**src/rtl/sample_pkg.sv**
```systemverilog
// Shared types and helpers for the operand issuer.
package sample_pkg;

  localparam int unsigned BYTE_W = 8;
  localparam int unsigned WORD_W = 32;

  typedef enum logic [2:0] {IDLE, SEND, HOLD, WAIT_T, RESULT, GAP} state_e;

  // Operand layout expected by sample_controller: {pad, c, b, a}.
  function automatic logic [WORD_W-1:0] pack_word(input logic [BYTE_W-1:0] a,
                                                  input logic [BYTE_W-1:0] b,
                                                  input logic [BYTE_W-1:0] c);
    return {{(WORD_W - 3 * BYTE_W){1'b0}}, c, b, a};
  endfunction

endpackage

```
**src/rtl/operand_issuer_if.sv**
```systemverilog
// Host push port, sample_controller handshake and result port of the operand issuer.
interface operand_issuer_if;
  import sample_pkg::*;

  logic              push_valid;
  logic              push_ready;
  logic [BYTE_W-1:0] push_a;
  logic [BYTE_W-1:0] push_b;
  logic [BYTE_W-1:0] push_c;
  logic              r_valid;
  logic [WORD_W-1:0] in_data;
  logic              read_done;
  logic              t_valid;
  logic [BYTE_W-1:0] out_data;
  logic              res_valid;
  logic [BYTE_W-1:0] res_data;
  logic              res_ready;
  logic              busy;
  logic              err_timeout;

  // Issuer side.
  modport slave (
    input  push_valid, push_a, push_b, push_c, read_done, t_valid, out_data, res_ready,
    output push_ready, r_valid, in_data, res_valid, res_data, busy, err_timeout
  );

  // Host / controller side.
  modport master (
    output push_valid, push_a, push_b, push_c, read_done, t_valid, out_data, res_ready,
    input  push_ready, r_valid, in_data, res_valid, res_data, busy, err_timeout
  );

endinterface

```
**src/rtl/operand_fifo.sv**
```systemverilog
// Synchronous operand FIFO; push_ready is held low while reset is asserted.
module operand_fifo #(
  parameter int unsigned Depth = 4,
  parameter int unsigned Width = 24
) (
  input  logic             clk,
  input  logic             rst,
  input  logic             push_valid_i,
  input  logic [Width-1:0] push_data_i,
  output logic             push_ready_o,
  input  logic             pop_i,
  output logic             not_empty_o,
  output logic [Width-1:0] head_o
);

  localparam int unsigned PtrW = $clog2(Depth);
  localparam int unsigned CntW = PtrW + 1;

  logic [Width-1:0] mem_q [Depth];
  logic [PtrW-1:0]  wr_ptr_q;
  logic [PtrW-1:0]  rd_ptr_q;
  logic [CntW-1:0]  count_q;
  logic             push_en;
  logic             pop_en;

  assign push_ready_o = !rst && (count_q != CntW'(Depth));
  assign not_empty_o  = (count_q != '0);
  assign head_o       = mem_q[rd_ptr_q];
  assign push_en      = push_valid_i && push_ready_o;
  assign pop_en       = pop_i && not_empty_o;

  // Storage needs no reset; pointers and count define validity.
  always_ff @(posedge clk) begin
    if (push_en) begin
      mem_q[wr_ptr_q] <= push_data_i;
    end
  end

  // Pointer and occupancy update; pointers wrap naturally (power-of-two depth).
  always_ff @(posedge clk) begin
    if (rst) begin
      wr_ptr_q <= '0;
      rd_ptr_q <= '0;
      count_q  <= '0;
    end else begin
      if (push_en) wr_ptr_q <= wr_ptr_q + 1'b1;
      if (pop_en)  rd_ptr_q <= rd_ptr_q + 1'b1;
      if (push_en && !pop_en)      count_q <= count_q + 1'b1;
      else if (!push_en && pop_en) count_q <= count_q - 1'b1;
    end
  end

endmodule

```
**src/rtl/operand_issuer.sv**
```systemverilog
// Operand issuer: queues operand triples, issues them one at a time to sample_controller
// and returns the MAC result. Optional watchdog enabled by OPERAND_ISSUER_TIMEOUT_EN.
module operand_issuer
  import sample_pkg::*;
#(
  parameter int unsigned DEPTH      = 4,
  parameter int unsigned GAP_CYCLES = 10,
  parameter int unsigned TIMEOUT    = 255
) (
  input logic               clk,
  input logic               rst,
  operand_issuer_if.slave   bus
);

  localparam int unsigned GapW = (GAP_CYCLES > 1) ? $clog2(GAP_CYCLES) : 1;

  state_e            state_q, state_d;
  logic [WORD_W-1:0] in_data_q, in_data_d;
  logic              res_valid_q, res_valid_d;
  logic [BYTE_W-1:0] res_data_q, res_data_d;
  logic [GapW-1:0]   gap_cnt_q, gap_cnt_d;
  logic              gap_done;
  logic              pop;
  logic              fifo_not_empty;
  logic [3*BYTE_W-1:0] fifo_head;

  operand_fifo #(
    .Depth (DEPTH),
    .Width (3 * BYTE_W)
  ) u_fifo (
    .clk          (clk),
    .rst          (rst),
    .push_valid_i (bus.push_valid),
    .push_data_i  ({bus.push_c, bus.push_b, bus.push_a}),
    .push_ready_o (bus.push_ready),
    .pop_i        (pop),
    .not_empty_o  (fifo_not_empty),
    .head_o       (fifo_head)
  );

  // GAP_CYCLES == 0 still spends the single GAP cycle before returning to IDLE.
  assign gap_done = (GAP_CYCLES == 0) || (gap_cnt_q == GapW'(GAP_CYCLES - 1));

`ifdef OPERAND_ISSUER_TIMEOUT_EN
  localparam int unsigned ToW = $clog2(TIMEOUT + 1);
  logic [ToW-1:0] to_cnt_q, to_cnt_d;
  logic           err_q, err_d;
  logic           to_hit;

  assign to_hit = (to_cnt_q == ToW'(TIMEOUT - 1));
`endif

  // Next-state and datapath decode.
  always_comb begin
    state_d     = state_q;
    in_data_d   = in_data_q;
    res_valid_d = res_valid_q;
    res_data_d  = res_data_q;
    gap_cnt_d   = gap_cnt_q;
    pop         = 1'b0;
`ifdef OPERAND_ISSUER_TIMEOUT_EN
    err_d       = err_q;
`endif
    unique case (state_q)
      IDLE: begin
        if (fifo_not_empty) begin
          pop       = 1'b1;
          in_data_d = pack_word(fifo_head[BYTE_W-1:0], fifo_head[2*BYTE_W-1:BYTE_W],
                                fifo_head[3*BYTE_W-1:2*BYTE_W]);
          state_d   = SEND;
        end
      end
      SEND: begin
        // A t_valid coinciding with read_done here is dropped.
        if (bus.read_done) begin
          state_d = HOLD;
        end
`ifdef OPERAND_ISSUER_TIMEOUT_EN
        else if (to_hit) begin
          err_d       = 1'b1;
          res_valid_d = 1'b1;
          res_data_d  = 8'hFF;
          state_d     = RESULT;
        end
`endif
      end
      HOLD: begin
        state_d = WAIT_T;
      end
      WAIT_T: begin
        if (bus.t_valid) begin
          res_data_d  = bus.out_data;
          res_valid_d = 1'b1;
          state_d     = RESULT;
        end
`ifdef OPERAND_ISSUER_TIMEOUT_EN
        else if (to_hit) begin
          err_d       = 1'b1;
          res_valid_d = 1'b1;
          res_data_d  = 8'hFF;
          state_d     = RESULT;
        end
`endif
      end
      RESULT: begin
        if (bus.res_ready) begin
          res_valid_d = 1'b0;
          in_data_d   = '0;
          gap_cnt_d   = '0;
          state_d     = GAP;
        end
      end
      GAP: begin
        if (gap_done) state_d = IDLE;
        else          gap_cnt_d = gap_cnt_q + 1'b1;
      end
      default: state_d = IDLE;
    endcase
`ifdef OPERAND_ISSUER_TIMEOUT_EN
    // Watchdog restarts whenever a waiting state is entered or left.
    to_cnt_d = ((state_q == SEND || state_q == WAIT_T) && state_d == state_q) ?
               to_cnt_q + 1'b1 : '0;
`endif
  end

  // State and datapath registers.
  always_ff @(posedge clk) begin
    if (rst) begin
      state_q     <= IDLE;
      in_data_q   <= '0;
      res_valid_q <= 1'b0;
      res_data_q  <= '0;
      gap_cnt_q   <= '0;
    end else begin
      state_q     <= state_d;
      in_data_q   <= in_data_d;
      res_valid_q <= res_valid_d;
      res_data_q  <= res_data_d;
      gap_cnt_q   <= gap_cnt_d;
    end
  end

`ifdef OPERAND_ISSUER_TIMEOUT_EN
  // Watchdog counter and sticky error flag.
  always_ff @(posedge clk) begin
    if (rst) begin
      to_cnt_q <= '0;
      err_q    <= 1'b0;
    end else begin
      to_cnt_q <= to_cnt_d;
      err_q    <= err_d;
    end
  end

  assign bus.err_timeout = err_q;
`else
  assign bus.err_timeout = 1'b0;
`endif

  assign bus.r_valid   = (state_q == SEND) || (state_q == HOLD);
  assign bus.in_data   = in_data_q;
  assign bus.res_valid = res_valid_q;
  assign bus.res_data  = res_data_q;
  assign bus.busy      = (state_q != IDLE);

endmodule

```
**src/flat_wrapper.sv**
```systemverilog
// flat-port wrapper written by rule: the top's interface ports become plain ports
module operand_issuer_flat import sample_pkg::*;
#(
  parameter int unsigned DEPTH      = 4,
  parameter int unsigned GAP_CYCLES = 10,
  parameter int unsigned TIMEOUT    = 255
)
  (clk, rst, bus_push_valid, bus_push_a, bus_push_b, bus_push_c, bus_read_done, bus_t_valid, bus_out_data, bus_res_ready, bus_push_ready, bus_r_valid, bus_in_data, bus_res_valid, bus_res_data, bus_busy, bus_err_timeout);
  operand_issuer_if bus_i ();
  input logic clk;
  input logic rst;
  input wire logic [$bits(bus_i.push_valid)-1:0] bus_push_valid;
  input wire logic [$bits(bus_i.push_a)-1:0] bus_push_a;
  input wire logic [$bits(bus_i.push_b)-1:0] bus_push_b;
  input wire logic [$bits(bus_i.push_c)-1:0] bus_push_c;
  input wire logic [$bits(bus_i.read_done)-1:0] bus_read_done;
  input wire logic [$bits(bus_i.t_valid)-1:0] bus_t_valid;
  input wire logic [$bits(bus_i.out_data)-1:0] bus_out_data;
  input wire logic [$bits(bus_i.res_ready)-1:0] bus_res_ready;
  output wire logic [$bits(bus_i.push_ready)-1:0] bus_push_ready;
  output wire logic [$bits(bus_i.r_valid)-1:0] bus_r_valid;
  output wire logic [$bits(bus_i.in_data)-1:0] bus_in_data;
  output wire logic [$bits(bus_i.res_valid)-1:0] bus_res_valid;
  output wire logic [$bits(bus_i.res_data)-1:0] bus_res_data;
  output wire logic [$bits(bus_i.busy)-1:0] bus_busy;
  output wire logic [$bits(bus_i.err_timeout)-1:0] bus_err_timeout;
  assign bus_i.push_valid = bus_push_valid;
  assign bus_i.push_a = bus_push_a;
  assign bus_i.push_b = bus_push_b;
  assign bus_i.push_c = bus_push_c;
  assign bus_i.read_done = bus_read_done;
  assign bus_i.t_valid = bus_t_valid;
  assign bus_i.out_data = bus_out_data;
  assign bus_i.res_ready = bus_res_ready;
  assign bus_push_ready = bus_i.push_ready;
  assign bus_r_valid = bus_i.r_valid;
  assign bus_in_data = bus_i.in_data;
  assign bus_res_valid = bus_i.res_valid;
  assign bus_res_data = bus_i.res_data;
  assign bus_busy = bus_i.busy;
  assign bus_err_timeout = bus_i.err_timeout;
  operand_issuer #(.DEPTH(DEPTH), .GAP_CYCLES(GAP_CYCLES), .TIMEOUT(TIMEOUT)) u_core (.clk(clk), .rst(rst), .bus(bus_i));
endmodule
```
**config.mk**
```make
export PLATFORM = sky130hd
export DESIGN_NAME = operand_issuer_flat
export DESIGN_NICKNAME = d
export VERILOG_FILES = /design/src/rtl/sample_pkg.sv /design/src/rtl/operand_issuer_if.sv /design/src/rtl/operand_fifo.sv /design/src/rtl/operand_issuer.sv /design/src/flat_wrapper.sv
export SDC_FILE = /design/constraint.sdc
export NUM_CORES = 1
export LEC_CHECK = 0
export CORE_ASPECT_RATIO = 1.4
export CORE_MARGIN = 3
export CORE_UTILIZATION = 49
export DETAILED_ROUTE_END_ITERATION = 6
export GPL_TIMING_DRIVEN = 0
export HOLD_SLACK_MARGIN = 0.05
export PLACE_DENSITY = 0.73
export SLEW_MARGIN = 5
export SYNTH_ARGS = -nofsm -noshare
export SYNTH_HDL_FRONTEND = slang
export SYNTH_SLANG_ARGS = --single-unit
```
**constraint.sdc**
```tcl
create_clock -name clk -period 2.9 [get_ports clk]
set_input_delay 0.725 -clock clk [delete_from_list [all_inputs] [get_ports clk]]
set_output_delay 0.725 -clock clk [all_outputs]
set_load 0.005 [all_outputs]
```
Yosys cells after proc, flatten, opt, wreduce, memory -nomap -nowiden
Memories as Yosys holds them, arrays and structs flattened. A register that Yosys moved wholly into a read port is not among the register bits.
Index checks and enable logic that the tools add are counted.
{"block": "classes", "add_sub_neg": 5, "n_eq_ne": 13, "mux": 23, "n_reduce_logical": 21}
{"cell": "32-bit 2-to-1 mux", "count": 2}
{"cell": "32-bit case mux with 2 select lines", "count": 1}
{"cell": "3-bit 2-to-1 mux", "count": 7}
{"cell": "3-bit case mux with 6 select lines", "count": 1}
{"cell": "2-bit != test (second input constant)", "count": 5}
{"cell": "3-bit AND reduction", "count": 3}
{"cell": "4-bit 2-to-1 mux", "count": 2}
{"cell": "4-bit case mux with 2 select lines", "count": 1}
{"cell": "2-bit nonzero test", "count": 4}
{"cell": "3-bit by 2-bit == test with 1-bit output (second input constant)", "count": 2}
{"cell": "3-bit == test (second input constant)", "count": 2}
{"cell": "1-bit 2-to-1 mux", "count": 6}
{"cell": "3-bit nonzero test", "count": 2}
{"cell": "1-bit logical AND", "count": 5}
{"cell": "5-bit AND reduction", "count": 1}
{"cell": "2-bit by 1-bit adder with 2-bit output (second input constant)", "count": 2}
{"cell": "4-bit by 1-bit adder with 4-bit output (second input constant)", "count": 1}
{"cell": "4-bit == test (second input constant)", "count": 1}
{"cell": "2-bit 2-to-1 mux", "count": 2}
{"cell": "3-bit by 1-bit adder with 3-bit output (second input constant)", "count": 1}
{"cell": "3-bit by 1-bit == test with 1-bit output (second input constant)", "count": 1}
{"cell": "1-bit logical NOT", "count": 3}
{"cell": "3-bit logical NOT", "count": 1}
{"cell": "3-bit != test (second input constant)", "count": 1}
{"cell": "other kinds (5)", "count": 5}
{"block": "totals", "ff_bits": 55, "mem_bits_rw": 96, "inputBits": 38, "output_inout_bits": 45, "memories": 1}
{"memory": "u_core.u_fifo.mem_q", "depth": 4, "width": 24, "rd": 1, "rd_clocked_by_memory_dff": 1, "write_ports": 1, "line": "operand_fifo.sv:19", "text": "logic [Width-1:0] mem_q [Depth];"}

Longest topological paths before layout
Gate-level depths: netlist of run 1.
{"block": "depth", "depth_word": 7, "depth_mapped": 12}

Modules after synthesis
From an unflattened synthesis of run 1, not the netlist that was laid out.
{"block": "unflattened", "cells_unflattened": 351, "area_unflattened_um2": 5763.0}
{"mod": "operand_fifo", "instances": 1, "cells_per_inst": 172, "area_each_um2": 3955.0, "seq_area_each_um2": 3062.9}
{"mod": "operand_issuer", "instances": 1, "cells_per_inst": 179, "area_each_um2": 1808.0, "seq_area_each_um2": 800.8}

Worst setup path before layout of run 1
No wires, ideal clock.
{"block": "synth_path", "path_kind": "reg2reg", "from": "register u_core.u_fifo.count_q[2]", "to": "register u_core.u_fifo.count_q[2]", "arrival_time_ns": 2.345, "required_time_ns": 2.830, "path_slack_ns": 0.485, "path_stages_with_launch": 12, "path_buffers": 2, "period_less_slack_ns": 2.415, "path_cell_list": "dfxtp_1 or3_4 and2_4 buf_6 buf_6 inv_2 ha_1 inv_1 fa_1 xor2_1 or3_1 a21oi_1"}
{"block": "synth_via", "elab_chain_cells": 7, "word_cells_on_any_way": 16}
{"element": "from (decl)", "line": "operand_fifo.sv:22", "text": "logic [CntW-1:0] count_q;"}
{"element": "from (signal assigned)", "line": "operand_fifo.sv:48", "text": "if (push_en && !pop_en) count_q <= count_q + 1'b1;"}
{"element": "from (signal assigned)", "line": "operand_fifo.sv:49", "text": "else if (!push_en && pop_en) count_q <= count_q - 1'b1;"}
{"element": "3-bit nonzero test", "line": "operand_fifo.sv:27", "text": "assign not_empty_o = (count_q != '0);"}
{"element": "1-bit 2-to-1 mux", "line": "operand_issuer.sv:66", "text": "if (fifo_not_empty) begin"}
{"element": "1-bit 2-to-1 mux", "line": "operand_issuer.sv:64", "text": "unique case (state_q)"}
{"element": "1-bit logical AND", "line": "operand_fifo.sv:30", "text": "assign pop_en = pop_i && not_empty_o;"}
{"element": "1-bit logical NOT", "line": "operand_fifo.sv:48"}
{"element": "1-bit logical AND", "line": "operand_fifo.sv:48"}
{"element": "3-bit 2-to-1 mux or 2-bit nonzero test (tied branches)"}
Several ways; a longest one is shown, not always the timed one. The select of a mux whose other input is x is not followed.
A chain may end at the register's enable or synchronous reset.

Final worst setup path of run 1
{"block": "layout_path", "from": "input port rst", "to": "output port bus_push_ready"}
{"block": "layout_via", "elab_chain_cells": 2}
{"element": "from (decl)", "line": "flat_wrapper.sv:11", "text": "input logic rst;"}
{"element": "1-bit logical NOT", "line": "operand_fifo.sv:26", "text": "assign push_ready_o = !rst && (count_q != CntW'(Depth));"}
{"element": "1-bit logical AND", "line": "operand_fifo.sv:26"}
{"element": "to (decl)", "line": "flat_wrapper.sv:20", "text": "output wire logic [$bits(bus_i.push_ready)-1:0] bus_push_ready;"}
Every way passes these cells.

==> results of run 1 <==
sequential cells by signal, indices dropped and copies added (netlist names), 2 cells and up, named ones only:
register                count
u_core.bus.in_data         24
u_core.bus.res_data         8
u_core.gap_cnt_q            4
u_core.state_q              3
u_core.u_fifo.count_q       3
u_core.u_fifo.mem_q        96
u_core.u_fifo.rd_ptr_q      2
u_core.u_fifo.wr_ptr_q      2
placed cells by master, fill, tap and decap left out, types with 5 or more instances in the layout:
master and n:
inv_6 7, ha_1 7, buf_2 5, edfxtp_1 96
clkbuf_16 17, a21oi_1 14, clkdlybuf4s50_1 72, a22oi_2 19
conb_1 9, nand3_1 6, buf_4 10, a22oi_1 6
nand2_1 21, inv_1 7, nor2_1 37, buf_6 6
mux4_2 24, dfxtp_1 49
area by class of cell:
class                      count  area [sq um]  share of cell area
inverter                       8         30.03            0.004139
buffer                        28         207.7             0.02863
tap                          144         180.2             0.02484
multi-input combinational    187          1647              0.2270
clock buffer                  17         425.4             0.05864
sequential                   145          3864              0.5326
clock inverter                15         171.4             0.02363
timing repair buffer          73         729.5              0.1006
power by group:
part | internal, mW | leakage (nW) | switching [mW]
Clock | 1.29 | 0.292 | 0.876
Sequential | 2.47 | 1.27 | 0.169
Combinational | 0.988 | 0.951 | 0.844
Total | 4.76 | 2.51 | 1.89
tightest hold or removal path, cell delays in order, from the launching register on:
cell and delay (ns):
dfxtp_1 0.30, nand2_1 0.05, a21oi_1 0.05
Yosys cell counts (2+ instances only):
master     n  area (sq um)
nor2_1    37         138.9
and2_4     2         17.52
buf_4     10         75.07
nand2_1   21         78.83
nand3_1    6         30.03
buf_2      5         25.02
clkbuf_1   6         22.52
nor2b_1    3         18.77
nor3_1     2         10.01
mux4_2    24         540.5
and3_1     2         12.51
xnor2_1    3         26.28
a21oi_1   14         70.07
mux2i_1    3         30.03
a22oi_1    6         45.04
xor2_1     3         26.28
inv_1      7         26.28
nand3b_1   4         30.03
or3_1      2         12.51
ha_1       7         87.58
o21ai_0    2         10.01
buf_6      6         67.56
dfxtp_1   49         980.9
edfxtp_1  96          2883
and2_1     4         25.02
a22oi_2   19         237.7
cells by family (layout without fill, tap and decap cells):
group,count (synthesis),in the layout
other,1,9
xor gates and xnor gates,6,6
muxes,28,28
AOI/OAI and AO/OA,47,47
DFF,145,145
adders and majority gates,8,8
and+or+nand+nor,89,89
buffers and inverters,36,141
per-stage QoR:
stage	utilization	cell area, sq um	total power [mW]	hold WS (ns)
detailed placement	0.5856	6640	4.523	0.4486
CTS	0.6394	7249	6.731	0.4565
global placement	0.5856	6640	4.471	0.4414
floorplan	-	5729	3.842	0.4527
global route	0.6398	7254	6.981	0.4785
finish	0.6398	7254	6.646	0.4523
metal layers:
metal  wire [um]  vias to the layer above  part of all wire
met1        4103                     1617              0.38
met3         521                        6             0.048
li1            -                     1539                 -
met5           0                        -                 0
met4          91                        0            0.0084
met2        6103                       80              0.56
worst min-delay path by stage:
| stage | start | to | slack, ns | cells after the start |
|---|---|---|---|---|
| floorplan | u_core.bus.res_data[0] | u_core.bus.res_data[0] | 0.45 | 2 |
| global placement | u_core.bus.res_data[0] | u_core.bus.res_data[0] | 0.44 | 2 |
| detailed placement | u_core.bus.res_data[3] | u_core.bus.res_data[3] | 0.45 | 2 |
| CTS | u_core.bus.res_data[3] | u_core.bus.res_data[3] | 0.46 | 2 |
| global route | u_core.bus.res_data[4] | u_core.bus.res_data[4] | 0.48 | 2 |
| finish | u_core.bus.res_data[1] | u_core.bus.res_data[1] | 0.45 | 2 |
==> impl_metrics.ini, run 1 <==
[sta]
finalClockSkew_ns = 0.008690
finalCritPeriodShare = 0.9641
worst_slack_ns = 0.1042
fmax_mhz = 357.7
final-setup-viol-count = 0
fin_crit_ns = 2.796
slew_violations = 0
finalHoldViolations = 0
slew_headroom = 0.5279
worstMarginPinSlew_ns = 0.7081
finalSetupTns_ns = 0
rsz0062_at_grt = false

[cts]
insertion_delay_ns = 0.41
cts.sinks = 145
cts_resized = 6
clock_tree.root_cell = clkbuf_16
hold_buffers = 0
cts_buffers = 17
tritoncts = done
clk_pin_slew_ns = 0.06
postCtsSetupRepairBufs = 0
h-tree-depth = 4
clock_path_buffers = 2

[finish]
drive_above_1_share = 0.2347
syn_to_final_growth_pct = 27.29
final_cells = 617
nets = 506
fill_cells = 812
diodes = 0

[flow_run]
drv_cap = 0

[global_routing]
gr-total-overflow = 0
grt.total_usage = 0.1770
grt_max_degree = 25
busiest_layer = met2
grt_antenna_before_repair = 0
gr-usage-met1 = 0.1905
grt_pass1_wl_um = 17460
use_met3 = 0.06024
use_met2 = 0.3222
first_global_vias = 3381

[power_and_ir_drop]
vdd_ir_drop_max_mv = 0.4463
p_leak_nw = 2.514
powerDensity_mw_per_mm2 = 916.2

[yosys]
syn_area_per_cell_sq_um = 15.83
synth_cells = 360
netlist_area_sq_mm = 0.005699
async_flop_share = 0
synth_xor_area_frac = 0.009221
synth_edf_count = 96
synth_mux_area_frac = 0.1021
ys.flop_type = edfxtp_1
synth_top_family_by_area = multiplexers
yosysSeqAreaShare = 0.6779
yosys.area_share.adder = 0.01888
yosysWarningCount = 0
synthDistinctLibCells = 43
ys_ff_latch = 145
synth-simple-area-share = 0.07750
synth_compound_area_frac = 0.07442

[floorplanning]
dieArea_sq_mm = 0.01298
initial_core_util = 0.5026
die_w_um = 97.15
die_h_um = 133.6
boundaryPins = 83
core_sq_mm = 0.01134
rows = 46

[setup_path]
rr_startpoint = u_core.u_fifo.count_q[2]
cpMaxStageDelayCell = clkdlybuf4s50_1
critPathTopFamily = buffers and inverters
worst-path-stages = 5
cpPeakStageDelay_ns = 0.51
startpoint_type = primary input
path_max_fanout = 10
r2r-end = u_core.u_fifo.count_q[2]
crit_end = bus_push_ready
arrival_ns = 2.07
endpoint_kind = output pin
path_cells = dlygate4sd2_1 > clkbuf_8 > clkbuf_4 > a21oi_1 > clkdlybuf4s50_1
crit_type = primary input to output pin
r2r_cells = 11
crit_start = rst
path_buf_inv = 4
ff2ff_setup_slack_ns = 0.32
cp.required_ns = 2.17

[detailed_routing]
wl_per_cell_um = 17.54
drt_iter0_drc = 152
dr.pass1.iters = 4
route.detailed.vias_per_inst = 5.254
num_vias = 3242
drt-total-wl_um = 10820
drt.antenna.violating_nets = 0
remaining_drc_errors = 0

[min_path]
hold_class = register to register

[placed_design]
place_ws_ns = -0.6692
dp_hpwl_um = 6833
io_buffers = 73
gp_congestion = 0.8132
placedCellCount = 585

[run_status]
status = finished, final reports clean
No activity file was read; power rests on OpenSTA's default activity.
==> run 2: changes to the inputs <==
--- a/config.mk
+++ b/config.mk
@@ -5,13 +5,13 @@
 export SDC_FILE = /design/constraint.sdc
 export NUM_CORES = 1
 export LEC_CHECK = 0
-export CORE_ASPECT_RATIO = 1.4
 export CORE_MARGIN = 3
-export CORE_UTILIZATION = 49
+export CORE_UTILIZATION = 45
 export DETAILED_ROUTE_END_ITERATION = 6
 export GPL_TIMING_DRIVEN = 0
 export HOLD_SLACK_MARGIN = 0.05
-export PLACE_DENSITY = 0.73
+export PLACE_DENSITY = 0.68
+export SETUP_SLACK_MARGIN = 0.02
 export SLEW_MARGIN = 5
 export SYNTH_ARGS = -nofsm -noshare
 export SYNTH_HDL_FRONTEND = slang
==> impl_metrics.ini, run 2 (synthesis gave the netlist of run 1 again) <==
[detailed_routing]
remaining_drc_errors = 0
wl_per_cell_um = 17.03
drt_iter0_drc = 169
route.detailed.vias_per_inst = 5.111
num_vias = 3281
drt-total-wl_um = 10930
drt.antenna.violating_nets = 0
dr.pass1.iters = 4

[placed_design]
place_ws_ns = -0.6691
gp_congestion = 0.7851
io_buffers = 73
dp_hpwl_um = 6934

[sta]
fmax_mhz = 370.5
fin_crit_ns = 2.699
slew_violations = 0
slew_headroom = 0.5085
rsz0062_at_grt = false
final-setup-viol-count = 0
worst_slack_ns = 0.2010
finalClockSkew_ns = 0.008219
finalHoldViolations = 0
worstMarginPinSlew_ns = 0.7373
finalCritPeriodShare = 0.9307
holdWs_ns = 0.4524

[floorplanning]
rows = 40
die_h_um = 118.5
core_sq_mm = 0.01221
die_w_um = 118.5
dieArea_sq_mm = 0.01405
boundaryPins = 83
initial_core_util = 0.4667

[finish]
regMostFlops = u_core.u_fifo.mem_q
fin_util = 0.5946
syn_to_final_growth_pct = 27.40
largest_reg_flops = 96
final_common_cell = edfxtp_1
diodes = 0
drive_above_1_share = 0.2215
final_cell_mix = edfxtp_1 (96), clkdlybuf4s50_1 (71), dfxtp_1 (49)
nets = 507

[global_routing]
grt_antenna_before_repair = 0
grt.total_usage = 0.1636
grt_max_degree = 25
first_global_vias = 3426
grt_pass1_wl_um = 17640
gr-total-overflow = 0

[cts]
h-tree-depth = 4
clock_path_buffers = 2
clk_pin_slew_ns = 0.05
cts.sinks = 145
insertion_delay_ns = 0.41
clock_tree.root_cell = clkbuf_16
tritoncts = done
cts_buffers = 17

[setup_path]
endpoint_kind = register
path_cells = clkdlybuf4s50_1 > inv_1 > a211oi_2 > ha_1 > inv_1 > fa_1 > xor2_1 > or3_1 > a21oi_1
critPathTopFamily = compound AO/OA/AOI/OAI gates
crit_type = primary input to register
arrival_ns = 3.03
cp.required_ns = 3.24
startpoint_type = primary input
cpPeakStageDelay_ns = 0.50
path_buf_inv = 3
cpMaxStageDelayCell = a211oi_2
path_max_fanout = 8
crit_path_frequent_cell = inv_1

[power_and_ir_drop]
p_sw_mw = 1.796
totalPowerFinal_mw = 6.471
swShare = 0.2776
clkPwrFrac = 0.307
share_comb_of_total_power = 0.283
p_leak_nw = 2.506
internal_power_mw = 4.675
powerDensity_mw_per_mm2 = 891.3
vdd_ir_drop_max_mv = 0.5183
seqPwrFrac = 0.409

[min_path]
hold_class = register to register

[flow_run]
drv_cap = 0

[run_status]
status = finished, final reports clean
[run 2: final timing paths]
kind | startpoint | to | slack, ns | cells past startpoint
worst max-delay path | bus_push_valid | u_core.u_fifo.count_q[2] | 0.20 | 9
worst min-delay path | u_core.bus.res_data[7] | u_core.bus.res_data[7] | 0.45 | 2
worst max register to register | u_core.u_fifo.count_q[2] | u_core.u_fifo.count_q[2] | 0.32 | 11
worst min register to register | u_core.bus.res_data[7] | u_core.bus.res_data[7] | 0.45 | 2
[run 2: cell type report]
cell class                      count  area (sq um)
Buffer                             28         207.7
Clock buffer                       24         461.7
Clock inverter                      8         82.58
Fill cell                         999          4951
Inverter                            8         30.03
Multi-Input combinational cell    187          1645
Sequential cell                   145          3864
Tap cell                          168         210.2
Timing Repair Buffer               74         759.5
[run 2: timing repair]
action | 4_1_cts | 5_1_grt
cloned | 0 | 0
endpoints found under the setup margin | 1 | 1
buffers inserted | 0 | 0
hold buffers | 0 | 0
gates resized for setup | 5 | 3
[run 2: through the flow]
| stage | instances | TNS [ns] | cell area, sq um |
|---|---|---|---|
| 6_report | 642 | 0 | 7261 |
| 5_1_grt | 642 | 0 | 7261 |
| 4_1_cts | 642 | 0 | 7254 |
| 3_5_place_dp | 610 | -10.23 | 6700 |
| 3_3_place_gp | 609 | -35.72 | 6670 |
| 2_1_floorplan | 368 | 0 | 5729 |
[run 2: worst reg2reg max path, cell delays in order, from the launching register on]
cell and delay (ns):
dfxtp_1 0.36, or3_4 0.44, and2_4 0.17, buf_6 0.13
buf_6 0.16, inv_2 0.06, ha_1 0.16, inv_1 0.06
fa_1 0.37, xor2_1 0.16, or3_1 0.30, a21oi_1 0.15
[run 2: per-layer routing]
metal  wire (um)  global-route usage  vias to the layer above
met4          72             0.04345                        0
met3         662             0.05598                        6
met2        5554              0.2828                       84
met1        4643              0.1958                     1647
li1            -                   -                     1544
met5           0                   0                        -
[run 2: power groups by stage]
stage               combinational, mW  sequential (mW)  clock [mW]
floorplan                        1.18             2.66           0
finish                           1.83             2.65        1.99
global placement                 1.80             2.68           0
detailed placement               1.85             2.69           0
CTS                              1.86             2.65        2.03
global route                     2.00             2.68        2.11
==> run 3: changes to the inputs <==
--- a/config.mk
+++ b/config.mk
@@ -11,6 +11,7 @@
 export GPL_TIMING_DRIVEN = 0
 export HOLD_SLACK_MARGIN = 0.05
 export PLACE_DENSITY = 0.68
+export RECOVER_POWER = 100
 export SETUP_SLACK_MARGIN = 0.02
 export SLEW_MARGIN = 5
 export SYNTH_ARGS = -nofsm -noshare
==> impl_metrics.ini, run 3 (synthesis gave the netlist of run 1 again) <==
[setup_path]
path_buf_inv = 3
r2r_cells = 11
cp.required_ns = 3.02
ff2ff_setup_slack_ns = 0.35
startpoint_type = primary input
crit_type = primary input to register
endpoint_kind = register
critPathTopFamily = simple AND/OR/NAND/NOR gates
crit_start = bus_push_valid
rr_startpoint = u_core.u_fifo.count_q[2]
cpMaxStageDelayCell = and2_0
arrival_ns = 2.83
path_max_fanout = 14
cpPeakStageDelay_ns = 0.86
r2r-end = u_core.u_fifo.count_q[2]
crit_end = u_core.u_fifo.mem_q[1][11]
worst-path-stages = 5
path_cells = clkdlybuf4s50_1 > inv_1 > a211oi_2 > and2_0 > buf_16

[finish]
diodes = 0
regMostFlops = u_core.u_fifo.mem_q
final_cell_mix = edfxtp_1 (96), dlygate4sd3_1 (59), dfxtp_1 (49)
fin_util = 0.5894
nets = 507
final_common_cell = edfxtp_1
fin_area_sq_mm = 0.007198
largest_reg_flops = 96
syn_to_final_growth_pct = 26.30
drive_above_1_share = 0.1941
final_cells = 642

[global_routing]
use_met3 = 0.05598
grt_max_degree = 25
gr-usage-met1 = 0.1958
use_met2 = 0.2828
grt_pass1_wl_um = 17640
first_global_vias = 3426
gr-total-overflow = 0
grt.total_usage = 0.1636
grt_antenna_before_repair = 1
busiest_layer = met2

[run_status]
status = finished, final reports clean

[placed_design]
dpl_cell_area_sq_mm = 0.006700
dp_hpwl_um = 6934
place_ws_ns = -0.6691
gp_congestion = 0.7851
io_buffers = 73
placedCellCount = 610

[sta]
fmax_mhz = 368.4
finalSetupTns_ns = 0
worst_slack_ns = 0.1859
slew_violations = 0
finalClockSkew_ns = 0.008354
rsz0062_at_grt = false
finalHoldViolations = 0
final-setup-viol-count = 0
holdWs_ns = 0.4494
worstMarginPinSlew_ns = 1.003
finalCritPeriodShare = 0.9359
slew_headroom = 0.3312
fin_crit_ns = 2.714

[cts]
cts.sinks = 145
hold_buffers = 0
cts_resized = 5
clk_pin_slew_ns = 0.06
postCtsSetupRepairBufs = 0
h-tree-depth = 4
tritoncts = done
cts_buffers = 17
insertion_delay_ns = 0.41
clock_tree.root_cell = clkbuf_16
clock_path_buffers = 2

[power_and_ir_drop]
share_comb_of_total_power = 0.267
clkPwrFrac = 0.315
seqPwrFrac = 0.418
swShare = 0.2783
totalPowerFinal_mw = 6.312
vdd_ir_drop_max_mv = 0.5123
internal_power_mw = 4.555
p_leak_nw = 2.582
p_sw_mw = 1.757
powerDensity_mw_per_mm2 = 876.9

[floorplanning]
boundaryPins = 83
initial_core_util = 0.4667
core_sq_mm = 0.01221
rows = 40
die_h_um = 118.5
dieArea_sq_mm = 0.01405
die_w_um = 118.5

[min_path]
holdPathStages = 2
hold_class = register to register

[detailed_routing]
drt-total-wl_um = 10900
num_vias = 3280
drt_iter0_drc = 183
route.detailed.vias_per_inst = 5.109
dr.pass1.iters = 4
drt.antenna.violating_nets = 0
remaining_drc_errors = 0
wl_per_cell_um = 16.98

[flow_run]
drv_cap = 0
[run 3: changes by cell type in the layout (fill, tap and decap cells not counted), sizes merged]
cell | previous run | this run
buf | 23 | 18
clkbuf | 30 | 35
clkdlybuf4s50 | 71 | 12
dlygate4sd3 | 0 | 59
[run 3: metal layers]
layer	vias up	wire length, um
met5	-	13
met2	80	5556
met1	1649	4696
met4	2	75
met3	8	563
li1	1541	-
[run 3: final cells by class]
class                           count  area (sq um)
Inverter                            8         30.03
Fill cell                        1009          5014
Tap cell                          168         210.2
Buffer                             28         178.9
Clock buffer                       24         461.7
Sequential cell                   145          3864
Timing Repair Buffer               74         759.5
Clock inverter                      8         82.58
Multi-Input combinational cell    187          1612
[run 3: worst min-delay path, stage by stage, from the launching register on]
cell     delay, ns
dfxtp_1       0.30
nand2_1       0.05
a21oi_1       0.05
[run 3: worst min path at each step]
stage | startpoint | endpoint | slack (ns)
after floorplan | u_core.bus.res_data[0] | u_core.bus.res_data[0] | 0.45
after global placement | u_core.bus.res_data[6] | u_core.bus.res_data[6] | 0.44
after detailed placement | u_core.bus.res_data[1] | u_core.bus.res_data[1] | 0.45
after CTS | u_core.bus.res_data[1] | u_core.bus.res_data[1] | 0.46
after global routing | u_core.bus.res_data[1] | u_core.bus.res_data[1] | 0.48
final | u_core.bus.res_data[7] | u_core.bus.res_data[7] | 0.45
[run 3: power groups by stage]
stage          sequential, mW  combinational (mW)  clock, mW
2_1_floorplan            2.66                1.18          0
3_3_place_gp             2.68                1.80          0
3_5_place_dp             2.69                1.85          0
4_1_cts                  2.65                1.86       2.03
5_1_grt                  2.67                1.85       2.11
6_report                 2.64                1.69       1.99
